$ cat src/rtl/voice_mixer_pkg.sv
// Shared definitions for the voice mixer: FSM state encoding and accumulator sizing.
package voice_mixer_pkg;

  typedef enum logic [1:0] {
    ST_IDLE  = 2'd0,
    ST_ACCUM = 2'd1,
    ST_SCALE = 2'd2,
    ST_HOLD  = 2'd3
  } mix_state_e;

  // Width that holds the sum of num_voices signed words without overflow.
  function automatic int acc_bits(input int word_bits, input int num_voices);
    return word_bits + $clog2(num_voices);
  endfunction

endpackage

$ cat src/rtl/voice_mixer_sat_trunc.sv
// Combinational saturate-then-truncate: clamps a signed IN_BITS value to the signed
// MID_BITS range, then drops the MID_BITS-OUT_BITS least significant bits.
module sat_trunc #(
  parameter int IN_BITS  = 21,
  parameter int MID_BITS = 18,
  parameter int OUT_BITS = 16
) (
  input  logic [IN_BITS-1:0]  in_i,
  output logic [OUT_BITS-1:0] out_o
);

  logic [IN_BITS-MID_BITS:0] top_s;
  logic [MID_BITS-1:0]       mid_s;

  // In range when every bit above the MID_BITS sign bit matches that sign bit.
  always_comb begin
    top_s = in_i[IN_BITS-1:MID_BITS-1];
    if ((top_s == '0) || (top_s == '1)) begin
      mid_s = in_i[MID_BITS-1:0];
    end else if (in_i[IN_BITS-1]) begin
      mid_s = {1'b1, {(MID_BITS-1){1'b0}}};
    end else begin
      mid_s = {1'b0, {(MID_BITS-1){1'b1}}};
    end
    out_o = OUT_BITS'(mid_s >> (MID_BITS - OUT_BITS));
  end

endmodule

$ cat src/rtl/voice_mixer.sv
// Serial voice mixer: snapshots all voice words on a sample tick, sums the active
// ones one per cycle, attenuates, saturates and offers the sample on valid/ready.
module voice_mixer #(
  parameter int NUM_VOICES    = 8,
  parameter int NUM_BITS_WORD = 18,
  parameter int OUT_BITS      = 16,
  parameter int GAIN_SHIFT    = 3
) (
  input  logic                                clk,
  input  logic                                rst,
  input  logic                                sample_tick,
  input  logic [NUM_VOICES*NUM_BITS_WORD-1:0] voice_words,
  input  logic [NUM_VOICES-1:0]               voice_active,
  output logic [OUT_BITS-1:0]                 mix_out,
  output logic                                mix_valid,
  input  logic                                mix_ready,
  output logic                                busy,
  output logic                                overrun
);

  import voice_mixer_pkg::*;

  localparam int ACC_BITS = acc_bits(NUM_BITS_WORD, NUM_VOICES);
  localparam int IDX_BITS = $clog2(NUM_VOICES);
  localparam logic [IDX_BITS-1:0] LAST_IDX = IDX_BITS'(NUM_VOICES - 1);

  mix_state_e                          state_q;
  logic [NUM_VOICES*NUM_BITS_WORD-1:0] words_q;
  logic [NUM_VOICES-1:0]               active_q;
  logic [ACC_BITS-1:0]                 acc_q;
  logic [ACC_BITS-1:0]                 acc_d;
  logic [IDX_BITS-1:0]                 idx_q;
  logic [OUT_BITS-1:0]                 mix_out_q;
  logic                                mix_valid_q;
  logic                                busy_q;
  logic                                overrun_q;

  logic [NUM_BITS_WORD-1:0]            cur_word_s;
  logic signed [ACC_BITS-1:0]          scaled_s;
  logic [OUT_BITS-1:0]                 sat_s;
  logic                                start_s;
  logic                                drop_s;

  // Next accumulator value and frame start/drop decisions for the current cycle.
  always_comb begin
    cur_word_s = words_q[idx_q*NUM_BITS_WORD +: NUM_BITS_WORD];
    if (active_q[idx_q]) begin
      acc_d = acc_q + {{(ACC_BITS-NUM_BITS_WORD){cur_word_s[NUM_BITS_WORD-1]}}, cur_word_s};
    end else begin
      acc_d = acc_q;
    end
    scaled_s = $signed(acc_q) >>> GAIN_SHIFT;
    start_s  = sample_tick && ((state_q == ST_IDLE) || ((state_q == ST_HOLD) && mix_ready));
    drop_s   = sample_tick && (state_q != ST_IDLE) && !start_s;
  end

  sat_trunc #(
    .IN_BITS  (ACC_BITS),
    .MID_BITS (NUM_BITS_WORD),
    .OUT_BITS (OUT_BITS)
  ) u_sat_trunc (
    .in_i  (scaled_s),
    .out_o (sat_s)
  );

  // Frame FSM with snapshot, accumulator and all registered outputs.
  always_ff @(posedge clk) begin
    if (rst) begin
      state_q     <= ST_IDLE;
      words_q     <= '0;
      active_q    <= '0;
      acc_q       <= '0;
      idx_q       <= '0;
      mix_out_q   <= '0;
      mix_valid_q <= 1'b0;
      busy_q      <= 1'b0;
      overrun_q   <= 1'b0;
    end else begin
      overrun_q <= drop_s;
      if (start_s) begin
        words_q     <= voice_words;
        active_q    <= voice_active;
        acc_q       <= '0;
        idx_q       <= '0;
        state_q     <= ST_ACCUM;
        busy_q      <= 1'b1;
        mix_valid_q <= 1'b0;
      end else begin
        case (state_q)
          ST_IDLE: begin
            busy_q      <= 1'b0;
            mix_valid_q <= 1'b0;
          end
          ST_ACCUM: begin
            acc_q <= acc_d;
            idx_q <= idx_q + IDX_BITS'(1);
            if (idx_q == LAST_IDX) begin
              state_q <= ST_SCALE;
            end
          end
          ST_SCALE: begin
            mix_out_q   <= sat_s;
            mix_valid_q <= 1'b1;
            state_q     <= ST_HOLD;
          end
          ST_HOLD: begin
            if (mix_ready) begin
              mix_valid_q <= 1'b0;
              busy_q      <= 1'b0;
              state_q     <= ST_IDLE;
            end
          end
          default: begin
            state_q     <= ST_IDLE;
            busy_q      <= 1'b0;
            mix_valid_q <= 1'b0;
          end
        endcase
      end
    end
  end

  assign mix_out   = mix_out_q;
  assign mix_valid = mix_valid_q;
  assign busy      = busy_q;
  assign overrun   = overrun_q;

endmodule
$ cat config.mk
export PLATFORM = sky130hd
export DESIGN_NAME = voice_mixer
export DESIGN_NICKNAME = d
export VERILOG_FILES = /design/src/rtl/voice_mixer_pkg.sv /design/src/rtl/voice_mixer_sat_trunc.sv /design/src/rtl/voice_mixer.sv
export SDC_FILE = /design/constraint.sdc
export NUM_CORES = 1
export LEC_CHECK = 0
export ABC_AREA = 1
export CAP_MARGIN = 10
export CORE_ASPECT_RATIO = 1.1
export CORE_MARGIN = 1
export CORE_UTILIZATION = 57
export CTS_CLUSTER_DIAMETER = 60
export DETAILED_ROUTE_END_ITERATION = 8
export MAX_ROUTING_LAYER = met4
export PLACE_DENSITY = 0.9
export REMOVE_ABC_BUFFERS = 1
export SYNTH_ARGS = -nofsm -noshare
export SYNTH_HDL_FRONTEND = slang
export SYNTH_SLANG_ARGS = --single-unit
$ cat constraint.sdc
create_clock -name clk -period 5.43 [get_ports clk]
set_clock_uncertainty 0.2 [all_clocks]
set_input_delay 0.8145 -clock clk [delete_from_list [all_inputs] [get_ports clk]]
set_output_delay 0.8145 -clock clk [all_outputs]
set_load 0.005 [all_outputs]
==> impl_results.md <==
* Pleak at 5.11 nW
* Comb power frac at 14.9%
* Slew Viols, Final at 0
* P_sw at 0.000904 W
* Slew @ Worst Pin at 1.13 ns
* Avg Cell Area, Syn at 6.75 µm²
* Final net count at 1695
* GRT Util Overall at 30.4%
* First-pass GRT wire length at 40.8 mm
* Clock power frac at 39.2%
* Post-CTS Setup Inserts at 0
* Ant diodes at 0
* Num ports at 175
* Failing checks: DRC
* DR WL/cell at 14.3 µm
* Synth area leaders: dfxtp_1, nor2_1, o21ai_0
* Post_cts resized at 0
* Worst setup margin at 1.40 ns
* Int Pwr at 0.00259 W
* Setup TNS at 0 ns
* Via count at 9457
* Switching share of power at 25.9%
* Synth top area share at 41.7%
* Row cnt at 49
* Max incr delay on CP at 0.81 ns
* Largest net degree at the start of global routing at 96
* Final Hold Viols at 0
* Die Wd at 125 µm
* Layout cell share with drive strength beyond 1 at 3.34%
* Cell Pwr Density at 299 nW/µm²
* Area Growth Syn to Fin at 23.7%
* Most frequent cells after synthesis: nor2_1, o21ai_0, dfxtp_1
* Util after Layout at 71.7%
* Hold crit path type: reg -> reg
* Vias in the first global route at 8849
* ANT nets after route at 0
* Sequential Power Share at 45.9%
* Overall power at 0.00349 W
* CTS root buf: clkbuf_16
* Max Buffers Root-to-Sink at 2
* CP Class: reg -> reg
* Syn. warnings at 0
* Initial antenna violation count at 0
* VDD IR max at 243 µV
* Count leader, synth: nor2_1
* Relative slew slack at 24.4%
* Multi-input logic area at 4690 µm²
* Most area-hungry cell type in the Yosys netlist: dfxtp_1
* CTS tree: done
* Final cell count without fillers at 1733
* Hold Buf Count CTS at 0
* Number of enable flip-flop cells after synthesis at 0
* Grt total ovfl at 0
* First-pass iteration count of the detailed router at 7
* Vias per Instance at 5.46
* Placed Cells at 1701
* Max-Cap Viols at 0
* Fill cells at 1290
* Post-Synthesis Cells at 1399
* Max Clk Rate at 248 MHz
* Critical Path Sink Type: register
* Initial Util at 57.9%
* Post-synthesis async set-or-reset flop share at 0%
* Drt initial violations at 892
* Status: finished with violations
* Crit path max-delay cell type: dfxtp_2
* H-tree depth at 4
* WP data required at 5.58 ns
* Post-synthesis sequential element count at 197
* RSZ-0062 raised after global routing: false
* CP Cell Sequence: inv_2 -> o21ai_0 -> o22ai_1 -> nor2_1 -> a31oi_1 -> ha_1 -> fa_1 -> nand3_1 -> nand3_1 -> nand2_1 -> nand2_1 -> nand3_1 -> nand2_1 -> nand2_1 -> nand3_1 -> nand2_1 -> inv_1
* # setup viols final at 0
* Fin crit share at 74.1%
* Reg clk slew, reported paths at 0.07 ns
* Residual DRC at 12
* Sequential cell area at 3950 µm²
* Die footprint at 17100 µm²
* Mapped cell area at 9450 µm²
* Total CTS buffers at 17
* Die height at 137 µm
* Routed WL at 24.8 mm
* Top_reg_cell synth: dfxtp_1
* Pre-CTS setup slack at 1.48 ns
* Synth cell types at 28
* WP data arrival at 4.17 ns
* Count of input and output buffers at 174
* CP Launch Type: register
* Cell mode on critical path: nand2_1
* Placeable Area at 16300 µm²
* GP Congestion at 0.843
* Register area share after synthesis at 41.7%
* Final min period at 4.03 ns
* HPWL after detailed placement at 16.4 mm
* Worst skew pair latency at 0.44 ns
* CTS Sinks at 197
* Worst-path fanout max at 74
## sequential cells by signal (all words and copies together), names as in the netlist, 2 cells and up
name and count:
words_q 144, acc_q 21, state_q 2, mix_out 16
idx_q 3, active_q 8
## cell families after synthesis
kind of cell | count (synthesis) | share of synthesized area, %
adders and majority gates | 23 | 3.13
DFF | 197 | 41.7
buffers and inverters | 175 | 8.63
and+or+nand+nor | 653 | 26.9
AOI/OAI and AO/OA | 342 | 18.7
xor gates and xnor gates | 9 | 0.834
## worst max-delay path: cells and delay by family (launching register included)
kind	cells	cell delay, ns
buffers and inverters	2	0.66
AND/OR/NAND/NOR	10	1.00
flip-flops	1	0.81
AO/OA/AOI/OAI	3	0.53
adder cells (fa/ha/maj)	2	0.70
## cell type report
type                       count  share of cell area [%]
inverter                      89                    2.90
timing repair buffer         184                    15.5
clock inverter                10                    1.43
tap                          204                    2.18
multi-input combinational   1027                    40.1
sequential                   197                    33.8
clock buffer                  22                    4.06
## per-stage QoR
step	area [µm²]	hold slack, ns
floorplan	8970	0.231
global placement	11000	0.240
finish	11700	0.253
CTS	11700	0.260
detailed placement	11000	0.250
global route	11700	0.276
## power groups by stage
stage	combinational, W	clock, W	sequential [W]
global route	0.000587	0.00143	0.00161
finish	0.000521	0.00137	0.00160
floorplan	0.000308	0	0.00162
detailed placement	0.000513	0	0.00163
global placement	0.000501	0	0.00163
CTS	0.000521	0.00138	0.00160
## routing by layer
metal  vias up  global-route usage, %  wire length [µm]
li1       4750                      -                 -
met1      4350                   35.7             10500
met2       303                   52.9             12400
met3        54                   3.99              1170
met4         0                   12.6               635
met5         -                      -                 0
## layout by cell type (no fill, tap or decap), types with 4 or more instances in the layout
cell,netlist,routed
o21ai_0,222,222
inv_2,5,4
nor2_1,448,448
dfxtp_1,197,195
a21oi_1,59,59
xor2_1,8,8
nor3_1,4,4
a31oi_1,18,18
o22ai_1,17,17
clkbuf_16,0,17
o21ai_1,20,20
nand3_1,43,43
ha_1,22,22
nand2_1,150,150
bufinv_16,0,4
buf_4,8,10
inv_1,82,81
clkdlybuf4s50_1,0,174
o21bai_1,4,4
## worst paths after layout
path | depth (start not counted) | slack (ns) | to | start
setup / recovery | 17 | 1.40 | acc_q[14]$_SDFFE_PP0P_ | idx_q[0]$_SDFFE_PP0P_
hold reg to reg | 2 | 0.25 | active_q[1]$_SDFFE_PP0P_ | active_q[1]$_SDFFE_PP0P_
setup reg to reg | 17 | 1.40 | acc_q[14]$_SDFFE_PP0P_ | idx_q[0]$_SDFFE_PP0P_
hold / removal | 2 | 0.25 | active_q[1]$_SDFFE_PP0P_ | active_q[1]$_SDFFE_PP0P_
Power figures use the tool's default switching activity.
